**config.mk**
```make
export PLATFORM = sky130hd
export DESIGN_NAME = alu_exec_stage
export DESIGN_NICKNAME = d
export VERILOG_FILES = /design/src/rtl/alu_exec_stage.sv
export SDC_FILE = /design/constraint.sdc
export NUM_CORES = 1
export LEC_CHECK = 0
export CORE_MARGIN = 3
export CORE_UTILIZATION = 30
export CTS_CLUSTER_DIAMETER = 30
export DETAILED_ROUTE_END_ITERATION = 8
export PLACE_DENSITY = 0.45
export RECOVER_POWER = 100
export SYNTH_ARGS = -nofsm -noshare
export SYNTH_HDL_FRONTEND = slang
export SYNTH_SLANG_ARGS = --single-unit
```
**constraint.sdc**
```tcl
create_clock -name clk -period 5.66 [get_ports clk]
set_input_delay 1.132 -clock clk [delete_from_list [all_inputs] [get_ports clk]]
set_output_delay 1.132 -clock clk [all_outputs]
set_load 0.02 [all_outputs]
```
**src/rtl/alu_exec_stage.sv**
```systemverilog
// Execute stage: accepts one op per valid/ready handshake, dispatches to the
// 8-bit ALU, and holds the result in a backpressured output slot. MUL takes
// MUL_LATENCY cycles; every other op (including illegal encodings) takes one.
module alu_exec_stage #(
  parameter int unsigned MUL_LATENCY = 2,
  parameter int unsigned TAG_W       = 4
) (
  input  logic             clk,
  input  logic             rst,
  input  logic             in_valid,
  output logic             in_ready,
  input  logic [2:0]       in_op,
  input  logic [7:0]       in_a,
  input  logic [7:0]       in_b,
  input  logic [TAG_W-1:0] in_tag,
  output logic             out_valid,
  input  logic             out_ready,
  output logic [7:0]       out_result,
  output logic [TAG_W-1:0] out_tag,
  output logic             out_zero,
  output logic             out_err,
  output logic [15:0]      op_count
);

  localparam logic [2:0] OpAdd = 3'b000;
  localparam logic [2:0] OpSub = 3'b001;
  localparam logic [2:0] OpMul = 3'b010;
  localparam logic [2:0] OpAnd = 3'b011;
  localparam logic [2:0] OpOr  = 3'b100;
  localparam logic [2:0] OpXor = 3'b101;

  // Counter preload; a latency of 1 never enters the wait state.
  localparam logic [3:0] MulCntInit = 4'(MUL_LATENCY - 1);
  localparam bit         MulMulti   = (MUL_LATENCY > 1);

  typedef enum logic [0:0] {StIdle, StMulWait} state_e;

  state_e             r_state, w_state_next;
  logic [3:0]         r_cnt, w_cnt_next;
  logic [7:0]         r_mul_a, r_mul_b;
  logic [TAG_W-1:0]   r_mul_tag;

  logic               r_out_valid;
  logic [7:0]         r_out_result;
  logic [TAG_W-1:0]   r_out_tag;
  logic               r_out_zero;
  logic               r_out_err;
  logic [15:0]        r_op_count;

  logic               w_slot_free;
  logic               w_accept;
  logic               w_out_hs;
  logic               w_mul_start;
  logic               w_load;
  logic [7:0]         w_load_result;
  logic [TAG_W-1:0]   w_load_tag;
  logic               w_load_err;
  logic               w_load_zero;
  logic [7:0]         w_alu_result;
  logic               w_alu_err;
  logic [15:0]        w_in_prod;
  logic [15:0]        w_mul_prod;

  assign w_slot_free = !r_out_valid || out_ready;
  assign in_ready    = !rst && (r_state == StIdle) && w_slot_free;
  assign w_accept    = in_valid && in_ready;
  assign w_out_hs    = r_out_valid && out_ready;
  assign w_in_prod   = in_a * in_b;
  assign w_mul_prod  = r_mul_a * r_mul_b;
  assign w_load_zero = !w_load_err && (w_load_result == 8'h00);

  // Single-cycle ALU on the incoming operands; high product/carry bits drop.
  always_comb begin
    w_alu_result = 8'h00;
    w_alu_err    = 1'b0;
    case (in_op)
      OpAdd:   w_alu_result = in_a + in_b;
      OpSub:   w_alu_result = in_a - in_b;
      OpMul:   w_alu_result = w_in_prod[7:0];
      OpAnd:   w_alu_result = in_a & in_b;
      OpOr:    w_alu_result = in_a | in_b;
      OpXor:   w_alu_result = in_a ^ in_b;
      default: w_alu_err    = 1'b1;
    endcase
  end

  // FSM next state, MUL countdown and output-slot load selection.
  always_comb begin
    w_state_next  = r_state;
    w_cnt_next    = r_cnt;
    w_mul_start   = 1'b0;
    w_load        = 1'b0;
    w_load_result = 8'h00;
    w_load_tag    = '0;
    w_load_err    = 1'b0;
    unique case (r_state)
      StIdle: begin
        if (w_accept) begin
          if ((in_op == OpMul) && MulMulti) begin
            w_mul_start  = 1'b1;
            w_cnt_next   = MulCntInit;
            w_state_next = StMulWait;
          end else begin
            w_load        = 1'b1;
            w_load_result = w_alu_result;
            w_load_tag    = in_tag;
            w_load_err    = w_alu_err;
          end
        end
      end
      StMulWait: begin
        if (r_cnt != 4'd0) begin
          w_cnt_next = r_cnt - 4'd1;
        end else if (w_slot_free) begin
          w_load        = 1'b1;
          w_load_result = w_mul_prod[7:0];
          w_load_tag    = r_mul_tag;
          w_state_next  = StIdle;
        end
      end
      default: w_state_next = StIdle;
    endcase
  end

  // FSM state, MUL operand latch and countdown.
  always_ff @(posedge clk) begin
    if (rst) begin
      r_state   <= StIdle;
      r_cnt     <= 4'd0;
      r_mul_a   <= 8'h00;
      r_mul_b   <= 8'h00;
      r_mul_tag <= '0;
    end else begin
      r_state <= w_state_next;
      r_cnt   <= w_cnt_next;
      if (w_mul_start) begin
        r_mul_a   <= in_a;
        r_mul_b   <= in_b;
        r_mul_tag <= in_tag;
      end
    end
  end

  // Output slot: a new load wins over a handshake clear; fields hold otherwise.
  always_ff @(posedge clk) begin
    if (rst) begin
      r_out_valid  <= 1'b0;
      r_out_result <= 8'h00;
      r_out_tag    <= '0;
      r_out_zero   <= 1'b0;
      r_out_err    <= 1'b0;
    end else if (w_load) begin
      r_out_valid  <= 1'b1;
      r_out_result <= w_load_result;
      r_out_tag    <= w_load_tag;
      r_out_zero   <= w_load_zero;
      r_out_err    <= w_load_err;
    end else if (w_out_hs) begin
      r_out_valid <= 1'b0;
    end
  end

  // Saturating count of output handshakes.
  always_ff @(posedge clk) begin
    if (rst) begin
      r_op_count <= 16'h0000;
    end else if (w_out_hs && (r_op_count != 16'hFFFF)) begin
      r_op_count <= r_op_count + 16'd1;
    end
  end

  assign out_valid  = r_out_valid;
  assign out_result = r_out_result;
  assign out_tag    = r_out_tag;
  assign out_zero   = r_out_zero;
  assign out_err    = r_out_err;
  assign op_count   = r_op_count;

endmodule

```
==> results of run 1 <==
-- flip-flops by register name, summed over array words and instances, names as in the netlist, 4 cells and up --
name	count
op_count	16
out_result	8
r_mul_a	8
r_mul_b	8
out_tag	4
r_cnt	4
r_mul_tag	4
-- synthesized netlist by cell type (2+ instances only) --
| cell type | count |
|---|---|
| a22oi_1 | 9 |
| xnor3_1 | 2 |
| inv_1 | 48 |
| and2_1 | 12 |
| a22o_1 | 2 |
| a31o_1 | 2 |
| and2_2 | 5 |
| a21o_1 | 3 |
| xor2_1 | 18 |
| mux2i_1 | 3 |
| a21oi_1 | 42 |
| nor2_1 | 32 |
| nand4_1 | 4 |
| nand2_2 | 2 |
| nand3_1 | 10 |
| nand2_1 | 88 |
| buf_2 | 2 |
| o21ai_0 | 14 |
| nor2b_1 | 5 |
| xnor2_1 | 20 |
| o22ai_1 | 2 |
| fa_1 | 13 |
| and3_1 | 5 |
| dfxtp_1 | 56 |
| nor3_1 | 10 |
| clkbuf_1 | 15 |
| buf_6 | 2 |
| or3_1 | 2 |
| or2_2 | 2 |
| nand2b_1 | 4 |
| ha_1 | 43 |
| a211oi_1 | 2 |
| a31oi_1 | 10 |
-- power by group through the flow --
stage | clock [mW] | combinational, mW | sequential [mW]
after detailed placement | 0 | 0.165 | 0.416
after CTS | 0.342 | 0.166 | 0.407
after floorplan | 0 | 0.0948 | 0.421
after global routing | 0.353 | 0.180 | 0.408
after global placement | 0 | 0.165 | 0.416
final | 0.325 | 0.162 | 0.406
-- tightest hold or removal path: stages (launching register included) --
cell	delay [ns]
dfxtp_1	0.31
inv_1	0.05
a211oi_1	0.05
-- final cells by class --
cell class / count / share of cell area
Clock buffer: 5 / 0.02516
Multi-Input combinational cell: 385 / 0.5413
Sequential cell: 56 / 0.2255
Timing Repair Buffer: 62 / 0.1218
Inverter: 49 / 0.03699
Tap cell: 176 / 0.04429
Clock inverter: 3 / 0.005033
-- kinds of logic after synthesis --
kind of cell               count (synthesis)
muxes                                      4
adders and majority gates                 56
DFF                                       56
and+or+nand+nor                          190
buffers and inverters                     68
xor gates and xnor gates                  41
AOI/OAI and AO/OA                         94
-- final timing paths --
| kind | start | to | slack, ns | cells past startpoint |
|---|---|---|---|---|
| setup reg to reg | r_mul_a[1] | out_zero | 1.15 | 16 |
| setup / recovery | r_mul_a[1] | out_zero | 1.15 | 16 |
| hold reg to reg | out_result[2] | out_result[2] | 0.46 | 2 |
| hold / removal | out_result[2] | out_result[2] | 0.46 | 2 |
-- through the flow --
step | setup slack [ns] | area (µm²) | std cells | util
floorplan | 1.454 | 4101 | 509 | -
global placement | 1.122 | 4838 | 728 | 0.3639
detailed placement | 1.099 | 4838 | 728 | 0.3639
CTS | 1.156 | 4989 | 736 | 0.3752
global route | 0.8534 | 4972 | 736 | 0.3740
finish | 1.151 | 4972 | 736 | 0.3740
-- routing by layer --
layer | vias to the layer above | part of all wire | track usage
met3 | 7 | 0.030 | 0.02379
met1 | 1633 | 0.50 | 0.2173
met5 | - | 0 | 0
met2 | 59 | 0.46 | 0.2480
li1 | 1786 | - | -
met4 | 0 | 0.0094 | 0.03359
==> key figures, run 1 <==
Outcome
  – Status: finished clean

Setup path
  – CP Buf/Inv Count: 3
  – Cells along the critical path: nand2_1, fa_1, fa_1, inv_1, fa_1, inv_1, fa_1, inv_1, ha_1, a21oi_1, xnor3_1, xnor3_1, o22ai_1, a31o_1, nor3b_1, a31o_1
  – Arr. time, crit path: 4.76 ns
  – Crit path max fanout: 8
  – Crit. End Element: register
  – Slowest CP cell: fa_1
  – Crit-path leading delay family: adder cells
  – Crit-path most repeated cell: fa_1
  – Startpoint types: register
  – Slowest stage delay, CP: 0.54 ns
  – Worst Path Required: 5.91 ns
  – Worst Setup Path Type: reg -> reg

Placed design
  – Final RePlAce weighted congestion: 0.8306
  – I/O Buffers: 58
  – Hpwl dp: 8.747 mm

Die
  – Top Ports: 59
  – Num rows: 42
  – Die X: 122.9 µm
  – CORE AREA: 13300 µm²
  – Die ar.: 15110 µm²
  – Starting Density: 0.3085
  – Die height: 122.9 µm

Timing
  – Fmax: 0.2218 GHz
  – Min Hold Slack: 0.4583 ns
  – Max Slew Vio Count: 0
  – Setup tns final: 0 ns
  – Final setup violation count: 0
  – Final Cycle Share: 0.7967
  – Final Hold Fails: 0
  – Worst-Margin Slew: 1.457 ns
  – Slew HR: 0.02841
  – Setup Skew: 0.01207 ns
  – Final min period: 4.509 ns
  – Unrepaired setup endpoints after global routing: no

Routing
  – Routed WL per cell: 15.28 µm
  – Post-route DRC violation count: 0
  – Pre-antenna DRT Iters: 5
  – Vias per cell: 4.735
  – Post-route ant nets: 0
  – DRT iter0 DRCs: 161
  – Via count: 3485
  – Final wirelength: 11.24 mm

Synthesis
  – Top-area cell type share of the netlist area: 0.2733
  – Netlist cell types: 53
  – Post-synth EDFFs: 0
  – Synthesized cell area: 4101 µm²
  – Yosys reg bits: 56
  – YS warnings: 0
  – Syn Nets: 592
  – Post-Synth XOR/XNOR Area: 0.09610
  – Synth Flop Type: dfxtp_1
  – Register area share after synthesis: 0.2733
  – Mean Syn Cell Area: 8.058 µm²
  – Synth Area in Simple Gates: 0.2172
  – Adder-Cell Fraction of Synth Area: 0.1946
  – Largest family of logic cells by synthesized area: simple AND/OR/NAND/NOR gates
  – Synth area leader: dfxtp_1
  – Post-synthesis compound-gate area fraction: 0.1422
  – Ranking of synthesized cells by area: dfxtp_1 (27%), ha_1 (13%), nand2_1 (8.1%)
  – Post-synthesis mux area share: 0.01007
  – FFs w/ async S/R, synth: 0
  – Cell count after synthesis: 509

Global routing
  – Largest net degree at the start of global routing: 58
  – Global route overflow: 0
  – Antenna violations before repair: 0
  – Number of global-route vias before repair: 3536
  – Gr usage total: 0.1537
  – Global-route wire length before repair: 18.38 mm

CTS
  – Post_cts resized: 0
  – H-tree Lvls: 2
  – CTS tree: built
  – Setup Fix Bufs, Post-CTS: 0
  – Num Clock Sinks: 56
  – Clock transition at the registers of the reported paths: 0.08 ns
  – Worst-Skew Late Latency: 0.30 ns
  – CTS max path bufs: 2
  – CTS buffer count: 5
  – Hold_buf cts: 0
  – Root Driver: clkbuf_16

Finish
  – # fillers: 1400
  – Register area: 1121 µm²
  – Post-layout nets: 642
  – Diode count: 0
  – Synth-to-Final Area Change: 21.23%
  – Commonest non-fill, non-tap cells in the layout: nand2_1 (88), dfxtp_1 (56), inv_1 (48)
  – Commonest non-fill, non-tap cell in the layout: nand2_1
  – Layout cell share with drive strength beyond 1: 0.04464
  – Area of the multi-input gates: 2691 µm²

Power
  – Overall Power: 893.5 µW
  – Leak pwr: 2.142 nW
  – Combinational Power Share: 0.182
  – Internal: 637.9 µW
  – Power density cells: 179.7 nW/µm²
  – Clock share of power: 0.364
  – Sw Share: 0.2860
  – Seq pwr share: 0.455
  – VDD IR-drop max: 109.1 µV
  – Sw Pwr: 255.6 µW

Worst hold path
  – Worst min-delay path category: reg -> reg

Flow run
  – Total of max-cap violations: 0
Note: power is estimated with default switching activity, not from simulation.
==> inputs of run 2 (changes only) <==
==> constraint.sdc (replaced) <==
create_clock -name clk -period 4.45 [get_ports clk]
set_input_delay 0.89 -clock clk [delete_from_list [all_inputs] [get_ports clk]]
set_output_delay 0.89 -clock clk [all_outputs]
set_load 0.02 [all_outputs]
==> key figures, run 2 (synthesized netlist as in run 1, its figures left out) <==
Setup path
  – CP Buf/Inv Count: 3
  – Crit-path most repeated cell: fa_1
  – Worst R2R End: out_zero
  – Slowest stage delay, CP: 0.54 ns
  – Arr. time, crit path: 4.40 ns
  – Crit. End Element: register
  – Crit-path leading delay family: adder cells
  – Startpoint types: register
  – R2r setup slk: 0.30 ns
  – Cells along the critical path: nand2_1, fa_1, fa_1, inv_1, fa_1, inv_1, fa_1, inv_1, ha_1, a21oi_2, xnor3_1, xnor3_1, o22ai_1, a31o_1, nor3b_2, a31o_1
  – Worst Setup Path Type: reg -> reg
  – Worst Path Required: 4.70 ns
  – Reg2reg path depth: 16
  – Crit path max fanout: 6
  – Slowest CP cell: fa_1
  – Worst r2r src: r_mul_b[3]

Timing
  – Setup Skew: 0.008292 ns
  – Slew HR: 0.08440
  – Max Slew Vio Count: 0
  – Final setup violation count: 0
  – Min Hold Slack: 0.4584 ns
  – Final Cycle Share: 0.9321
  – Fmax: 0.2411 GHz
  – Final setup margin: 0.3020 ns
  – Final Hold Fails: 0
  – Worst-Margin Slew: 1.373 ns
  – Setup tns final: 0 ns
  – Unrepaired setup endpoints after global routing: no
  – Final min period: 4.148 ns

Worst hold path
  – Hold path endpoint: out_result[5]
  – Hold Startpoint: out_result[5]
  – Hold path depth: 2
  – Worst min-delay path category: reg -> reg

Die
  – Num rows: 42
  – Starting Density: 0.3085
  – Top Ports: 59
  – CORE AREA: 13300 µm²
  – Die ar.: 15110 µm²
  – Die X: 122.9 µm
  – Die height: 122.9 µm

CTS
  – Worst-Skew Late Latency: 0.30 ns
  – CTS tree: built
  – Root Driver: clkbuf_16
  – Clock transition at the registers of the reported paths: 0.08 ns
  – Setup Fix Bufs, Post-CTS: 0
  – Num Clock Sinks: 56
  – CTS max path bufs: 2
  – H-tree Lvls: 2
  – CTS buffer count: 5

Global routing
  – Global-route wire length before repair: 18.07 mm
  – Number of global-route vias before repair: 3569
  – Global route overflow: 0
  – Gr usage total: 0.1520
  – Antenna violations before repair: 0
  – Largest net degree at the start of global routing: 58

Routing
  – Post-route ant nets: 0
  – Final wirelength: 11.13 mm
  – Routed WL per cell: 14.90 µm
  – Vias per cell: 4.791
  – Pre-antenna DRT Iters: 5
  – Post-route DRC violation count: 0
  – DRT iter0 DRCs: 174
  – Via count: 3579

Finish
  – Layout cell share with drive strength beyond 1: 0.07881
  – Design area: 5076 µm²
  – Synth-to-Final Area Change: 23.76%
  – Post-layout util: 0.3818
  – Commonest non-fill, non-tap cells in the layout: nand2_1 (88), dfxtp_1 (49), inv_1 (48)
  – Post-layout nets: 653
  – Max reg flops: 16
  – Commonest non-fill, non-tap cell in the layout: nand2_1
  – # fillers: 1397
  – Diode count: 0

Placed design
  – Hpwl dp: 8.919 mm
  – Final RePlAce weighted congestion: 0.8789
  – I/O Buffers: 58
  – Pre-CTS worst setup slack: 0.03773 ns
  – Dpl cell area: 4921 µm²

Outcome
  – Status: finished clean

Flow run
  – Total of max-cap violations: 0

Power
  – VDD IR-drop max: 147.7 µV
  – Power density cells: 224.7 nW/µm²
  – Leak pwr: 2.205 nW
## run 2: layer usage
metal  GRT usage  routed length (µm)  vias to the layer above
met1      0.2078                5406                     1690
met5           0                   0                        -
met3     0.02516                 318                       14
met4     0.04059                 184                        0
met2      0.2491                5224                       59
li1            -                   -                     1816
## run 2: what timing repair did
item	4_1_cts	5_1_grt
setup endpoints to repair	0	2
hold buffers	0	0
gates resized for setup	0	12
## run 2: through the flow
step | power (mW) | std cells
after global placement | 0.7422 | 739
after global routing | 1.196 | 747
after detailed placement | 0.7420 | 739
after CTS | 1.160 | 747
final | 1.140 | 747
after floorplan | 0.6559 | 509
## run 2: how the worst max path moves through the flow
stage | startpoint | to | slack (ns) | depth (start not counted)
6_report | r_mul_b[3] | out_zero | 0.30 | 16
4_1_cts | r_mul_a[2] | out_zero | 0.01 | 16
3_5_place_dp | r_mul_a[2] | out_zero | 0.04 | 16
3_3_place_gp | r_mul_a[2] | out_zero | 0.07 | 16
5_1_grt | r_mul_a[1] | out_zero | 0.08 | 16
2_1_floorplan | r_mul_a[1] | out_zero | 0.24 | 16
## run 2: worst min-delay path: cells and delay by family, from the launching register on
| kind | cells | cell delay, ns |
|---|---|---|
| simple gates | 1 | 0.05 |
| flops | 1 | 0.31 |
| compound gates | 1 | 0.05 |
## run 2: final cells by class
type | instances | area, µm² | share of cell area
clock buffer | 5 | 125.1 | 0.02465
clock inverter | 3 | 28.78 | 0.005669
inverter | 49 | 183.9 | 0.03623
multi-input combinational | 385 | 2703 | 0.5324
sequential | 56 | 1135 | 0.2236
tap | 176 | 220.2 | 0.04338
timing repair buffer | 73 | 680.7 | 0.1341
## run 2: power breakdown
part	switching [mW]	internal, mW
clock network	0.198	0.217
registers	0.00682	0.509
logic	0.118	0.0915
total	0.323	0.818
==> inputs of run 3 (changes only) <==
--- a/config.mk
+++ b/config.mk
@@ -7,7 +7,6 @@
 export LEC_CHECK = 0
 export CORE_MARGIN = 3
 export CORE_UTILIZATION = 30
-export CTS_CLUSTER_DIAMETER = 30
 export DETAILED_ROUTE_END_ITERATION = 8
 export PLACE_DENSITY = 0.45
 export RECOVER_POWER = 100
==> results of run 3 <==
Final layout, timing and power as in run 2 (identical DEF).
